==> src/rtl/sigmoid_arbiter.sv <==
// sigmoid_arbiter: round-robin arbiter sharing one sigmoid unit among N requesters over ARG/RES/ERR/FBK channels
module sigmoid_arbiter #(
  parameter int N  = 4,
  parameter int CW = 16
) (
  input  logic            clk,
  input  logic            rst,
  input  logic [N-1:0]    req_en,
  input  logic [N-1:0]    req_arg_stb,
  input  logic [16*N-1:0] req_arg_dat,
  output logic [N-1:0]    req_arg_rdy,
  output logic [N-1:0]    req_res_stb,
  input  logic [N-1:0]    req_res_rdy,
  output logic [7:0]      req_res_dat,
  input  logic [N-1:0]    req_err_stb,
  input  logic [16*N-1:0] req_err_dat,
  output logic [N-1:0]    req_err_rdy,
  output logic [N-1:0]    req_fbk_stb,
  input  logic [N-1:0]    req_fbk_rdy,
  output logic [15:0]     req_fbk_dat,
  output logic            sig_en,
  output logic            sig_arg_stb,
  output logic [15:0]     sig_arg_dat,
  input  logic            sig_arg_rdy,
  input  logic            sig_res_stb,
  input  logic [7:0]      sig_res_dat,
  output logic            sig_res_rdy,
  output logic            sig_err_stb,
  output logic [15:0]     sig_err_dat,
  input  logic            sig_err_rdy,
  input  logic            sig_fbk_stb,
  input  logic [15:0]     sig_fbk_dat,
  output logic            sig_fbk_rdy,
  output logic [N-1:0]    gnt,
  output logic            busy,
  output logic [CW-1:0]   cnt
);
  localparam int PW = (N > 1) ? $clog2(N) : 1;
  typedef enum logic [2:0] {IDLE, ARG, RES, ERR, FBK} state_t;
  state_t        state;
  logic          en_r;
  logic          done;
  logic [PW-1:0] ptr;
  logic [PW-1:0] own;
  logic [PW-1:0] nxt;
  logic [15:0]   arg_mux;
  logic [15:0]   err_mux;
  always_comb begin
    own     = '0;
    arg_mux = '0;
    err_mux = '0;
    for (int i = 0; i < N; i++)
      if (gnt[i]) begin
        own     = PW'(i);
        arg_mux = req_arg_dat[16*i +: 16];
        err_mux = req_err_dat[16*i +: 16];
      end
  end
  // scan downward so the requester closest after ptr overwrites the others
  always_comb begin
    nxt = ptr;
    for (int k = N; k >= 1; k--)
      if (req_arg_stb[PW'((int'(ptr) + k) % N)]) nxt = PW'((int'(ptr) + k) % N);
  end
  assign sig_arg_stb = (state == ARG) && |(req_arg_stb & gnt);
  assign sig_arg_dat = arg_mux;
  assign req_arg_rdy = (state == ARG && sig_arg_rdy) ? gnt : '0;
  assign req_res_stb = (state == RES && sig_res_stb) ? gnt : '0;
  assign sig_res_rdy = (state == RES) && |(req_res_rdy & gnt);
  assign req_res_dat = sig_res_dat;
  assign sig_err_stb = (state == ERR) && |(req_err_stb & gnt);
  assign sig_err_dat = err_mux;
  assign req_err_rdy = (state == ERR && sig_err_rdy) ? gnt : '0;
  assign req_fbk_stb = (state == FBK && sig_fbk_stb) ? gnt : '0;
  assign sig_fbk_rdy = (state == FBK) && |(req_fbk_rdy & gnt);
  assign req_fbk_dat = sig_fbk_dat;
  assign busy        = state != IDLE;
  assign sig_en      = busy && en_r;
  assign done        = (state == RES && sig_res_stb && sig_res_rdy && !en_r) ||
                       (state == FBK && sig_fbk_stb && sig_fbk_rdy);
  always_ff @(posedge clk or negedge rst) begin
    if (!rst) begin
      state <= IDLE;
      gnt   <= '0;
      en_r  <= 1'b0;
      ptr   <= PW'(N - 1);
      cnt   <= '0;
    end else if (done) begin
      state <= IDLE;
      gnt   <= '0;
      ptr   <= own;
      cnt   <= cnt + 1'b1;
    end else begin
      case (state)
        IDLE: if (|req_arg_stb) begin
          state <= ARG;
          gnt   <= N'(1) << nxt;
          en_r  <= req_en[nxt];
        end
        ARG: if (sig_arg_stb && sig_arg_rdy) state <= RES;
        RES: if (sig_res_stb && sig_res_rdy) state <= ERR;
        ERR: if (sig_err_stb && sig_err_rdy) state <= FBK;
        default: ;
      endcase
    end
  end
endmodule
==> config.mk <==
export PLATFORM = sky130hd
export DESIGN_NAME = sigmoid_arbiter
export DESIGN_NICKNAME = d
export VERILOG_FILES = /design/src/rtl/sigmoid_arbiter.sv
export SDC_FILE = /design/constraint.sdc
export NUM_CORES = 1
export LEC_CHECK = 0
export CAP_MARGIN = 5
export CELL_PAD_IN_SITES_DETAIL_PLACEMENT = 1
export CELL_PAD_IN_SITES_GLOBAL_PLACEMENT = 1
export CORE_AREA = 2 2 108 110
export DETAILED_ROUTE_END_ITERATION = 10
export DIE_AREA = 0 0 110 112
export DONT_BUFFER_PORTS = 1
export PLACE_DENSITY = 0.65
export SYNTH_ARGS = -nofsm -noshare
export SYNTH_HDL_FRONTEND = slang
export SYNTH_SLANG_ARGS = --single-unit
==> constraint.sdc <==
create_clock -name clk -period 1.6 [get_ports clk]
set_clock_uncertainty 0.05 [all_clocks]
set_input_delay 0.24 -clock clk [delete_from_list [all_inputs] [get_ports clk]]
set_output_delay 0.24 -clock clk [all_outputs]
set_load 0.05 [all_outputs]
## Yosys cells after proc, flatten, opt, wreduce, memory -nomap -nowiden

Cells that the tools add are included.

- Bitwise operators: 5
- Mux-type cells: 42
- Shifts and indexed selects: 1
- Eq/ne operators: 8
- Reduce and logical (&&, ||, !) cells: 30
- Add/subtract/negate cells: 5
- Magnitude comparators: 5

Operators with widths:

| cell | number |
|---|---|
| 16-bit 2-to-1 mux | 8 |
| 4-bit 2-to-1 mux | 7 |
| 4-bit OR reduction | 5 |
| 16-bit by 1-bit adder with 16-bit output (second input constant) | 1 |
| 4-bit bitwise AND | 4 |
| 2-bit by 4-bit < comparator with 1-bit output (second input constant) | 4 |
| 1-bit logical AND | 15 |
| 3-bit 2-to-1 mux | 5 |
| 2-bit 2-to-1 mux | 6 |
| 3-bit case mux with 4 select lines | 1 |
| 1-bit binary-select mux with 2-bit select | 5 |
| 1-bit 2-to-1 mux | 10 |
| 3-bit by 2-bit inequality test with 1-bit output (second input constant) | 3 |
| 3-bit by 2-bit equality test with 1-bit output (second input constant) | 2 |
| 5-bit AND reduction | 1 |
| 5-bit nonzero test | 1 |
| 2-bit by 1-bit adder with 2-bit output (second input constant) | 2 |
| 2-bit adder (second input constant) | 2 |
| 2-bit nonzero test | 2 |
| 1-bit by 2-bit left shift with 4-bit output (first input constant) | 1 |
| 3-bit by 1-bit equality test with 1-bit output (second input constant) | 1 |
| 3-bit equality test (second input constant) | 1 |
| 3-bit logical NOT | 1 |
| 2-bit by 3-bit < comparator with 1-bit output (second input constant) | 1 |
| 7 further kinds | 7 |

- Logic and storage cells: 101
- Bits in registers: 26
- Output and inout port bits: 98
- Input port bits: 178

## Logic depth before layout (Yosys ltp)

- Depth after elaboration: 12
- Depth in mapped cells: 6
- Gate-level depth less buffers: 5

## Worst setup path before layout

Ideal clock, no wire load.

- Path kind: flip-flop to output port
- Start point: register gnt[0]
- End point: output sig_fbk_rdy
- Path slack: -1.436 ns
- Stages on the path, launching flop included: 5
- Data arrival time: 2.746 ns
- Buffers on the path: 1
- Required time: 1.310 ns
- Path through: dfrtp_1 > clkbuf_1 > a22o_1 > nor2_1 > nor4b_1

- Longest elaborated chain between the ends: 3

RTL lines:

| element | line | RTL |
|---|---|---|
| start, declared | 34 | `output logic [N-1:0] gnt,` |
| start signal, assigned | 97 | `gnt <= N'(1) << nxt;` |
| 4-bit bitwise AND | 75 | `assign sig_fbk_rdy = (state == FBK) && \|(req_fbk_rdy & gnt);` |
| 4-bit OR reduction | 75 |  |
| 1-bit logical AND | 75 |  |
| end, declared | 33 | `output logic sig_fbk_rdy,` |

Every way passes these cells.

## Worst setup path after layout

- Start point: register gnt[2]
- End point: output sig_err_dat[14]

- Longest elaborated chain between the ends: 2

RTL lines:

| element | line | RTL |
|---|---|---|
| 16-bit 2-to-1 mux (2 in a row) | 53 | `if (gnt[i]) begin` |
| end, declared | 29 | `output logic [15:0] sig_err_dat,` |

Every way passes these cells.

==> results.py <==
metrics = {
    "synthesis": {
        "synth_warnings": 0,
        "async_flop_share_pct": 100,
        "netlist.area_leader.share_pct": 22.5,
        "syn_area_per_cell_um2": 8.03,
        "synth_cell_type_count": 53,
        "synth_edf_count": 0,
        "yosys-top-cells-area": "dfrtp_1, a22oi_1, buf_4",
        "mappedNetlistArea_um2": 2670,
        "synth-seq-cells": 26,
        "netlist_instances": 332,
        "ys.flop_type": "dfrtp_1",
        "yosysTopAreaCell": "dfrtp_1",
        "synth_nets": 511,
        "ys_seq_area_share_pct": 24.5,
    },
    "global_routing": {
        "first_global_vias": 3327,
        "grt_max_degree": 33,
        "grt.total_usage_pct": 20.9,
        "antenna_found_initial": 0,
        "overflow": 0,
        "grt_pass1_wl_um": 19700,
    },
    "sta": {
        "final_hold_viol_count": 0,
        "slew_violations": 0,
        "worst_pin_slew_ns": 0.637,
        "fin_crit_ns": 2.07,
        "hold_ws_ns": 0.0738,
        "finalCritPeriodShare_pct": 129,
        "slew_headroom_pct": 57.5,
        "setup_ws_ns": -0.466,
        "max_clock_freq_ghz": 0.484,
        "setup_viol": 81,
        "rsz0062_at_grt": "yes",
    },
    "floorplan": {
        "die_area_um2": 12300,
        "io_pins": 276,
        "fp.dieW_um": 110,
        "std_cell_rows": 39,
        "core_area_um2": 11200,
        "chipHeight_um": 112,
        "start_util_pct": 23.8,
    },
    "power": {
        "ir_worst_vdd_mv": 0.392,
        "p_leak_nw": 1.93,
        "p_per_area_nw_per_um2": 267,
    },
    "critical_path": {
        "r2r-start": "gnt[3]$_DFFE_PN0P_",
        "critPathLaunchType": "register",
        "max_stage_delay_ns": 0.46,
        "worstPathRequired_ns": 1.31,
        "worstPathArrival_ns": 1.78,
        "crit_fanout": 8,
        "path_cells": "nor4b_4, buf_4, clkbuf_16, a22oi_1, o21ai_4",
        "critical_path_class": "register to primary output",
        "end_kind": "primary output",
        "reg2reg_depth": 7,
        "regToRegSetupSlack_ns": -0.36,
        "rr_endpoint": "cnt[15]$_DFFE_PN0N_",
        "crit_path_top_delay_cell": "dfrtp_2",
    },
    "place": {
        "portBuffers": 0,
        "gp_congestion": 0.829,
        "hpwl_um": 10200,
        "place_inst": 505,
        "post-place-ws_ns": -0.139,
    },
    "routing": {
        "routed_wl_um": 14800,
        "dr_total_vias": 3153,
        "drc_errors": 0,
        "viasPerCell": 5.75,
        "drtPass1Iterations": 4,
        "wire_per_inst_um": 27.0,
        "ant_nets": 0,
        "drt_iter0_drc": 124,
    },
    "finish": {
        "fin_cells": 548,
        "multi_input_area_um2": 2630,
        "layout.area.seq_um2": 672,
        "nets": 585,
        "drive_gt1_share_pct": 69.9,
        "syn2layout_area_growth_pct": 92.4,
        "n_fill_cell": 1161,
        "diodes": 0,
    },
    "clock_tree": {
        "insertion_delay_ns": 0.27,
        "ctsHtreeMaxLevel": 1,
        "clock_path_buffers": 2,
        "cts_buffers": 3,
        "cts.sinks": 26,
        "cts_tree": "yes",
        "cts-root-buf": "clkbuf_16",
        "clk_pin_slew_ns": 0.07,
    },
    "hold_path": {
        "min_path_type": "primary input to register",
        "min-delay-start": "sig_arg_rdy",
        "worst_hold_path.endpoint": "state[1]$_DFFE_PN0P_",
        "worstHoldPathCells": 2,
    },
    "outcome": {
        "violations": "negative setup slack",
        "status": "finished, violations left",
    },
    "job": {
        "max-cap-violations": 0,
    },
}
==> critical path: cells and delay by family, from the launching register on <==
family,cells,cell delay (ns)
compound gates,2,0.31
simple gates,1,0.36
flops,1,0.46
buf+inv,2,0.36
==> flip-flops by register name (all words and copies together), names as in the netlist <==
name and cells:
ptr 2, gnt 4, cnt 16, en_r 1
state 3
==> final cells by class <==
class	instances	share of cell area (%)
multi-input combinational	247	51.3
timing repair buffer	122	29.9
sequential	26	13.1
tap	143	3.49
clock buffer	4	1.73
inverter	6	0.439
==> kinds of logic after synthesis <==
group           after synthesis  synth area share [%]
buf+inv                      59                  12.5
flops                        26                  24.5
xor+xnor                     15                  4.93
compound gates              145                  37.5
fa+ha+maj                     1                 0.469
mux                           2                 0.798
simple gates                 84                  19.3
==> worst max path at each step <==
stage | startpoint | end | cells past startpoint
floorplan | gnt[0]$_DFFE_PN0P_ | sig_fbk_rdy | 4
global placement | state[0]$_DFFE_PN0P_ | gnt[2]$_DFFE_PN0P_ | 5
detailed placement | gnt[2]$_DFFE_PN0P_ | sig_err_dat[1] | 5
CTS | gnt[3]$_DFFE_PN0P_ | sig_err_dat[8] | 5
global route | gnt[1]$_DFFE_PN0P_ | sig_err_stb | 4
finish | gnt[2]$_DFFE_PN0P_ | sig_err_dat[14] | 5
==> synthesized netlist by cell type (2+ instances only) <==
| cell | n |
|---|---|
| a22oi_1 | 67 |
| o21ai_0 | 29 |
| buf_4 | 24 |
| dfrtp_1 | 24 |
| and2_1 | 19 |
| a21oi_1 | 15 |
| nand2_1 | 15 |
| xor2_1 | 14 |
| buf_2 | 12 |
| clkbuf_1 | 10 |
| nor2_1 | 9 |
| a211oi_1 | 7 |
| nand3_1 | 7 |
| and3_1 | 6 |
| buf_1 | 6 |
| inv_1 | 6 |
| nand4_1 | 6 |
| o21ai_1 | 5 |
| a22o_1 | 4 |
| a32oi_1 | 4 |
| nor2b_1 | 4 |
| o22ai_1 | 4 |
| dfstp_2 | 2 |
| nand2_2 | 2 |
| nand2b_1 | 2 |
| nor4b_1 | 2 |
==> report_power, final <==
group	internal, mW	leakage (nW)	switching, mW
combinational	0.0260	1.55	0.0363
sequential	0.657	0.330	0
clock	0.385	0.0442	0.264
==> stage by stage <==
step | setup TNS, ns | power, mW | util, % | cell area, µm²
finish | -25.93 | 1.37 | 45.9 | 5130
detailed placement | -5.85 | 0.703 | 36.4 | 4070
global route | -29.59 | 1.40 | 45.9 | 5130
global placement | -4.01 | 0.702 | 36.4 | 4070
CTS | -22.04 | 1.37 | 42.0 | 4700
floorplan | -12.58 | 0.855 | - | 3400
==> routing by layer <==
layer  global-route usage (%)  up-vias  wire, µm
li1                         -     1386         -
met1                     24.9     1617      5500
met2                     39.0      137      8250
met3                     3.92       13       893
met4                     3.04        0       152
met5                        0        -         0
==> placed cells by master (no fill, tap or decap), types with 3 or more instances in the layout <==
master,Yosys,final
a21oi_2,0,4
buf_4,24,55
dfrtp_2,0,12
a32oi_1,4,4
and2_4,0,18
a21oi_4,0,8
dfrtp_1,24,11
nor4b_4,1,4
a21oi_1,15,3
nor2_1,9,4
clkbuf_16,0,9
inv_1,6,4
a22o_1,4,3
nand4_1,6,6
a22oi_1,67,32
buf_16,0,3
a211oi_4,0,3
xor2_1,14,14
o22ai_2,0,4
buf_8,0,5
nand2_1,15,13
and3_1,6,4
nor2_4,0,4
nand3_1,7,7
buf_6,1,27
o21ai_4,0,33
buf_12,0,25
a22oi_2,0,35
==> timing repair <==
action / CTS / global route
endpoints found under the setup margin: 80 / 81
setup buffers: 17 / 13
hold buffers: 2 / 0
pin swaps: 33 / 26
endpoints found under the hold margin: 26 / 0
gates resized for setup: 75 / 46
cloned: 3 / 7
(Power assumes the default switching activity.)
